## src/rtl/btn_pkg.sv

```systemverilog
// Shared definitions for the push-button front-end and its consumers.
// Debounce FSM state encoding plus the default debounce interval.
package btn_pkg;

    typedef enum logic [1:0] {
        S_IDLE         = 2'd0,
        S_PRESS_WAIT   = 2'd1,
        S_PRESSED      = 2'd2,
        S_RELEASE_WAIT = 2'd3
    } btn_state_e;

    // 20 ms at 50 MHz
    localparam int DEFAULT_DEBOUNCE = 1000000;

endpackage

```

## src/rtl/btn_debounce_ch.sv

```systemverilog
// One button channel: 2-flop synchroniser, debounce counter and FSM,
// registered level plus single-cycle press/release pulses.
module btn_debounce_ch
    import btn_pkg::*;
#(
    parameter int DEBOUNCE_CYCLES = DEFAULT_DEBOUNCE
) (
    input  logic clk,
    input  logic reset,
    input  logic pin_i,
    output logic level_o,
    output logic press_o,
    output logic release_o
);

    localparam int CNT_W = $clog2(DEBOUNCE_CYCLES + 1);
    localparam logic [CNT_W-1:0] CNT_LAST = CNT_W'(DEBOUNCE_CYCLES - 1);

    if (DEBOUNCE_CYCLES < 2) begin : g_bad_param
        $error("DEBOUNCE_CYCLES must be at least 2");
    end

    logic             sync1_q;
    logic             sync2_q;
    btn_state_e       state_q, state_d;
    logic [CNT_W-1:0] cnt_q, cnt_d;
    logic             level_q, level_d;
    logic             press_q, press_d;
    logic             release_q, release_d;

    always_ff @(posedge clk or posedge reset) begin
        if (reset) begin
            sync1_q   <= 1'b0;
            sync2_q   <= 1'b0;
            state_q   <= S_IDLE;
            cnt_q     <= '0;
            level_q   <= 1'b0;
            press_q   <= 1'b0;
            release_q <= 1'b0;
        end else begin
            sync1_q   <= pin_i;
            sync2_q   <= sync1_q;
            state_q   <= state_d;
            cnt_q     <= cnt_d;
            level_q   <= level_d;
            press_q   <= press_d;
            release_q <= release_d;
        end
    end

    // Pulses default low so they can never persist past one cycle.
    always_comb begin
        state_d   = state_q;
        cnt_d     = cnt_q;
        level_d   = level_q;
        press_d   = 1'b0;
        release_d = 1'b0;
        case (state_q)
            S_IDLE: begin
                level_d = 1'b0;
                if (sync2_q) begin
                    state_d = S_PRESS_WAIT;
                    cnt_d   = '0;
                end
            end
            S_PRESS_WAIT: begin
                if (!sync2_q) begin
                    state_d = S_IDLE;
                end else if (cnt_q == CNT_LAST) begin
                    state_d = S_PRESSED;
                    level_d = 1'b1;
                    press_d = 1'b1;
                end else begin
                    cnt_d = cnt_q + 1'b1;
                end
            end
            S_PRESSED: begin
                level_d = 1'b1;
                if (!sync2_q) begin
                    state_d = S_RELEASE_WAIT;
                    cnt_d   = '0;
                end
            end
            S_RELEASE_WAIT: begin
                if (sync2_q) begin
                    state_d = S_PRESSED;
                end else if (cnt_q == CNT_LAST) begin
                    state_d   = S_IDLE;
                    level_d   = 1'b0;
                    release_d = 1'b1;
                end else begin
                    cnt_d = cnt_q + 1'b1;
                end
            end
            default: begin
                state_d = S_IDLE;
                level_d = 1'b0;
            end
        endcase
    end

    assign level_o   = level_q;
    assign press_o   = press_q;
    assign release_o = release_q;

endmodule

```

## src/rtl/button_conditioner.sv

```systemverilog
// East/west push-button front-end: two independent debounce channels
// producing clean levels and press/release pulses for the LED counter.
module button_conditioner
    import btn_pkg::*;
#(
    parameter int DEBOUNCE_CYCLES = DEFAULT_DEBOUNCE
) (
    input  logic clk,
    input  logic reset,
    input  logic btn_east,
    input  logic btn_west,
    output logic east_level,
    output logic west_level,
    output logic east_press,
    output logic west_press,
    output logic east_release,
    output logic west_release
);

    btn_debounce_ch #(
        .DEBOUNCE_CYCLES(DEBOUNCE_CYCLES)
    ) u_east (
        .clk       (clk),
        .reset     (reset),
        .pin_i     (btn_east),
        .level_o   (east_level),
        .press_o   (east_press),
        .release_o (east_release)
    );

    btn_debounce_ch #(
        .DEBOUNCE_CYCLES(DEBOUNCE_CYCLES)
    ) u_west (
        .clk       (clk),
        .reset     (reset),
        .pin_i     (btn_west),
        .level_o   (west_level),
        .press_o   (west_press),
        .release_o (west_release)
    );

endmodule
```

## config.mk

```make
export PLATFORM = sky130hd
export DESIGN_NAME = button_conditioner
export DESIGN_NICKNAME = d
export VERILOG_FILES = /design/src/rtl/btn_pkg.sv /design/src/rtl/btn_debounce_ch.sv /design/src/rtl/button_conditioner.sv
export SDC_FILE = /design/constraint.sdc
export NUM_CORES = 1
export LEC_CHECK = 0
export ABC_AREA = 1
export BUFFER_PORTS_ARGS = -buffer_cell sky130_fd_sc_hd__buf_4
export CAP_MARGIN = 40
export CORE_ASPECT_RATIO = 2
export CORE_MARGIN = 4
export CORE_UTILIZATION = 55
export DETAILED_ROUTE_END_ITERATION = 8
export PLACE_DENSITY = 0.73
export SLEW_MARGIN = 10
export SYNTH_ARGS = -nofsm -noshare
export SYNTH_HDL_FRONTEND = slang
export SYNTH_SLANG_ARGS = --single-unit
```

## constraint.sdc

```tcl
create_clock -name clk -period 2.1 [get_ports clk]
set_input_delay 0.42 -clock clk [delete_from_list [all_inputs] [get_ports clk]]
set_output_delay 0.42 -clock clk [all_outputs]
set_load 0.03 [all_outputs]
```

After elaboration in Yosys (flattened, before gate mapping)
Cells that the tools add are included.

Bits in registers: 54. Latch bits: 0. Bits in writable memories: 0. Memory bits (read-only): 0. Input bits: 4. Output and inout port bits: 6. Word-level logic and storage cells: 94. Memories: 0.

$add $sub $neg: 2. $mul: 0. Div/mod/pow operators: 0. Magnitude comparators: 0. Eq/ne operators: 24. Shift-type cells: 0. Muxes and demuxes: 46. Bitwise operators: 0. Reductions and logical operators: 8.

Operator list (count): two-way mux 20 bit (10); case mux 20 bit (4 select lines) (2); adder 20 x 1 -> 20 bit (second input constant) (2); equality test 20 bit (second input constant) (2); two-way mux 2 bit (12); AND reduction 4 bit (6); two-way mux 1 bit (18); inequality test 2 x 1 -> 1 bit (second input constant) (8); case mux 2 bit (4 select lines) (2); equality test 2 bit (second input constant) (4); inequality test 2 bit (second input constant) (4); case mux 1 bit (4 select lines) (2); inequality test 3 x 1 -> 1 bit (second input constant) (2); inequality test 3 bit (second input constant) (2); equality test 2 x 1 -> 1 bit (second input constant) (2); logical NOT 2 bit (2).

Logic depth before layout (Yosys ltp)
Depth after elaboration: 4. Mapped depth: 11. Depth with buffers taken out: 10.

By module
A second synthesis with hierarchy kept.

Cells, all modules: 499. Area, all modules: 3480.8 µm².

Modules (own cells, without submodules): btn_debounce_ch at u_west (times used 1, cells an instance 254, area an instance 1774.2 µm², sequential area each 675.6 µm²); btn_debounce_ch at u_east (times used 1, cells an instance 245, area an instance 1706.6 µm², sequential area each 675.6 µm²).

Least setup slack after synthesis
No wires, ideal clock.

Path type: register to register. Start point: register u_east.state_q[0]. End point: register u_east.cnt_q[2]. Arrival time: 1.561 ns. Slack: 0.474 ns. Stages on the path, launching flop included: 10. Path buffers: 1. Period minus slack after synthesis: 1.626 ns. Cells stage by stage: dfrtp_1 > ha_1 > nor2_4 > inv_2 > nor2_1 > inv_1 > nand2_2 > buf_4 > nand2_1 > nand2_1.

Word-level cells in the longest chain between the ends: 3. Elaborated cells between the ends (all ways): 10. Classes of those cells: 7 x eq/ne; 1 x mux; 2 x reduce/logical.

Ends and longest elaborated chain: start, declared (line btn_debounce_ch.sv:25) `btn_state_e state_q, state_d;`; start signal, assigned (line btn_debounce_ch.sv:43) `state_q <= state_d;`; equality test 2 bit, or another cell as far along (line btn_debounce_ch.sv:58) `case (state_q)`; inequality test 2 bit (no source line) / inequality test 2 x 1 -> 1 bit (equally long branches); AND reduction 4 bit (no source line); end signal, assigned (line btn_debounce_ch.sv:44) `cnt_q <= cnt_d;`; end, declared (line btn_debounce_ch.sv:26) `logic [CNT_W-1:0] cnt_q, cnt_d;`.

Parallel ways exist; a longest one is shown, timed or not. A chain may end at the register's enable or synchronous reset.

Worst setup path after layout
Start point: register u_east.state_q[0]. End point: register u_east.cnt_q[19].

The elaborated chain is that of the path after synthesis.

==> impl_metrics.tcl <==
set metrics [dict create \
    cp.depth 7 \
    cp.arrival_ns 2.02 \
    place_area_um2 3680 \
    clockBufferDepth 2 \
    dp_slack_ns 0.202 \
    final_area_um2 3850 \
    top_usage_layer "met2" \
    use_met2_pct 44.4 \
    viasPerCell 5.24 \
    path_delay_family "compound AO/OA/AOI/OAI gates" \
    grt_usage_pct 23.0 \
    r2r_cells 7 \
    drv_cap 0 \
    crit_chain "ha_1 > inv_1 > o21ai_0 > nor2_1 > a21oi_4 > buf_4 > o21ai_0" \
    hold_buffers 0 \
    final_common_cell "nand2_1" \
    crit_path_max_fanout 24 \
    met3_usage_pct 2.79 \
    worst_clock_skew_ns 0.00599 \
    synth_seq_cells 54 \
    cts_inserted_buffers 5 \
    setup_ws_ns 0.240 \
    slowest_delay_ns 0.45 \
    hold_path_class "in2async" \
    grt_pass1_wl_mm 13.9 \
    syn-cell-area_um2 3500 \
    finalSetupViolCount 0 \
    post-route-util_pct 63.1 \
    setup_tns_ns 0 \
    insertion_delay_ns 0.29 \
    yosys_warnings 0 \
    cp-start-kind "flip-flop" \
    num_rows 40 \
    cp_num_buf_inv 2 \
    ys_top_cells_by_area "dfrtp_1 (39%), nand2_1 (20%), nor2_1 (9.1%), nand3_1 (5.9%), xor2_1 (5.0%)" \
    place_inst 603 \
    clkTransAtPathRegs_ns 0.07 \
    synthSimpleGateAreaFrac_pct 40.5 \
    instances_no_fill 611 \
    die_w_um 64.4 \
    io_pins 10 \
    p_leak_uw 0.00176 \
    htree_levels 2 \
    cts_tree "yes" \
    drtPass1Iterations 5 \
    syn_avg_cell_area_um2 6.88 \
    area_delta_synth_final_pct 10.0 \
    report.final.slew_viol_count 0 \
    layout_common_cells "nand2_1 (185), nor2_1 (85), dfrtp_1 (54), nand3_1 (41), inv_1 (34)" \
    overflow 0 \
    p_per_area_nw_per_um2 948 \
    hold_violations 0 \
    antenna_found_initial 0 \
    hpwl_mm 6.33 \
    synthDistinctLibCells 33 \
    worstSetupEndpointType "flip-flop" \
    cts_num_sinks 54 \
    numPortBuffers 9 \
    finalNetCount 540 \
    synthMuxAreaShare_pct 0 \
    drive_above_1_share_pct 8.92 \
    fin_crit_sh_pct 88.6 \
    via_count 3199 \
    rsz0062_at_grt "no" \
    cp.required_ns 2.26 \
    syn-num-nets 523 \
    synth_top_family_by_area "simple AND/OR/NAND/NOR gates" \
    cp_common_cell "o21ai_0" \
    tightest_slew_ns 0.581 \
    gp_congestion 0.972 \
    peakVddDrop_mv 0.716 \
    grt_max_degree 25 \
    layout_min_cycle_time_ns 1.86 \
    grt_pass1_vias 3150 \
    slew_headroom_pct 61.0 \
    status "finished clean" \
    synth-xor-area-share_pct 5.51 \
    yosysSeqAreaShare_pct 38.6 \
    met1_usage_pct 21.4 \
    die_y_um 121 \
    start_util_pct 57.3 \
    clock.fmax_ghz 0.538 \
    synth_top_area_share_pct 38.6 \
    drtIter0Drc 201 \
    yosys.area_share.adder_pct 3.58 \
    post_cts_buffers 0 \
    synth_top_area_cell "dfrtp_1" \
    syn_inst 509 \
    drt_wl_total_mm 8.21 \
    wire_per_inst_um 13.4 \
    route.detailed.drc 0 \
    crit_type "reg2reg" \
    core_area_um2 6110 \
    reg_top3 "u_east.cnt_q (20), u_west.cnt_q (20)" \
    synth_compound_area_share_pct 5.47 \
    clock-root-buffer "clkbuf_16" \
    fp.dieArea_um2 7780 \
    ant_nets 0 \
    final.fill_count 582 \
    crit_slowest_cell "dfrtp_1" \
    cts_resized 0 \
    n_antenna_cell 0 \
]
final cells by class:
class	instances	area, µm²	area share [%]
Multi-Input combinational cell	405	1930	50.1
Sequential cell	54	1350	35.1
Inverter	41	155	4.03
Timing Repair Buffer	19	143	3.70
Clock buffer	6	129	3.35
Tap cell	84	105	2.73
Clock inverter	2	37.5	0.975
worst paths after layout:
path / slack [ns] / startpoint / to
hold reg to reg: 0.35 / u_west.sync1_q / u_west.sync2_q
setup / recovery: 0.24 / u_east.state_q[0] / u_east.cnt_q[19]
setup reg to reg: 0.24 / u_east.state_q[0] / u_east.cnt_q[19]
min in group clk: 0.23 / btn_east / u_east.sync1_q
max in group asynchronous: 1.41 / reset / u_west.release_o
hold / removal: 0.13 / reset / u_west.cnt_q[6]
worst register-to-register path, delay by kind of cell, from the launching register on:
family,cells,cell delay [ns]
compound gates,3,0.55
fa+ha+maj,1,0.25
buf+inv,2,0.34
flops,1,0.45
simple gates,1,0.14
stage by stage:
stage | hold slack [ns] | total power [µW]
detailed placement | 0.335 | 2730
CTS | 0.145 | 3690
global route | 0.166 | 3900
floorplan | 0.331 | 2400
global placement | 0.333 | 2690
finish | 0.135 | 3650
power breakdown:
group | internal, µW | leakage (µW) | switching (µW) | total, µW
Sequential | 1150 | 0.000730 | 128 | 1280
Clock | 564 | 0.0000771 | 379 | 943
Combinational | 424 | 0.000954 | 1010 | 1430
per-layer routing:
metal | wire, µm | vias to the layer above
li1 | - | 1625
met4 | 492 | 0
met5 | 0 | -
met2 | 4660 | 62
met1 | 2860 | 1476
met3 | 191 | 36
kinds of logic after synthesis:
family / Yosys count
simple gates: 340
flops: 54
buf+inv: 50
compound gates: 33
xor+xnor: 22
fa+ha+maj: 10
Yosys cell counts:
library cell and number:
buf_4 2, xor2_1 20, a21oi_1 2, nor3_1 5, dfrtp_1 54, nor2_2 2, nand3_1 41, nand2_1 185
o21a_1 1, or2_2 2, nor2_1 85, xnor2_1 2, buf_6 3, o21ai_0 18, nand4_1 9, ha_1 10
clkinv_2 1, o21ai_2 2, nand3_4 1, nor3_2 1, o21bai_1 2, inv_1 35, inv_2 3, clkinv_1 2
nand3_2 1, a21oi_4 1, clkbuf_1 3, o21ai_1 7, and2_1 2, nor2_4 1, buf_2 1, nand3b_1 1
nand2_2 4
(Power assumes the default switching activity.)
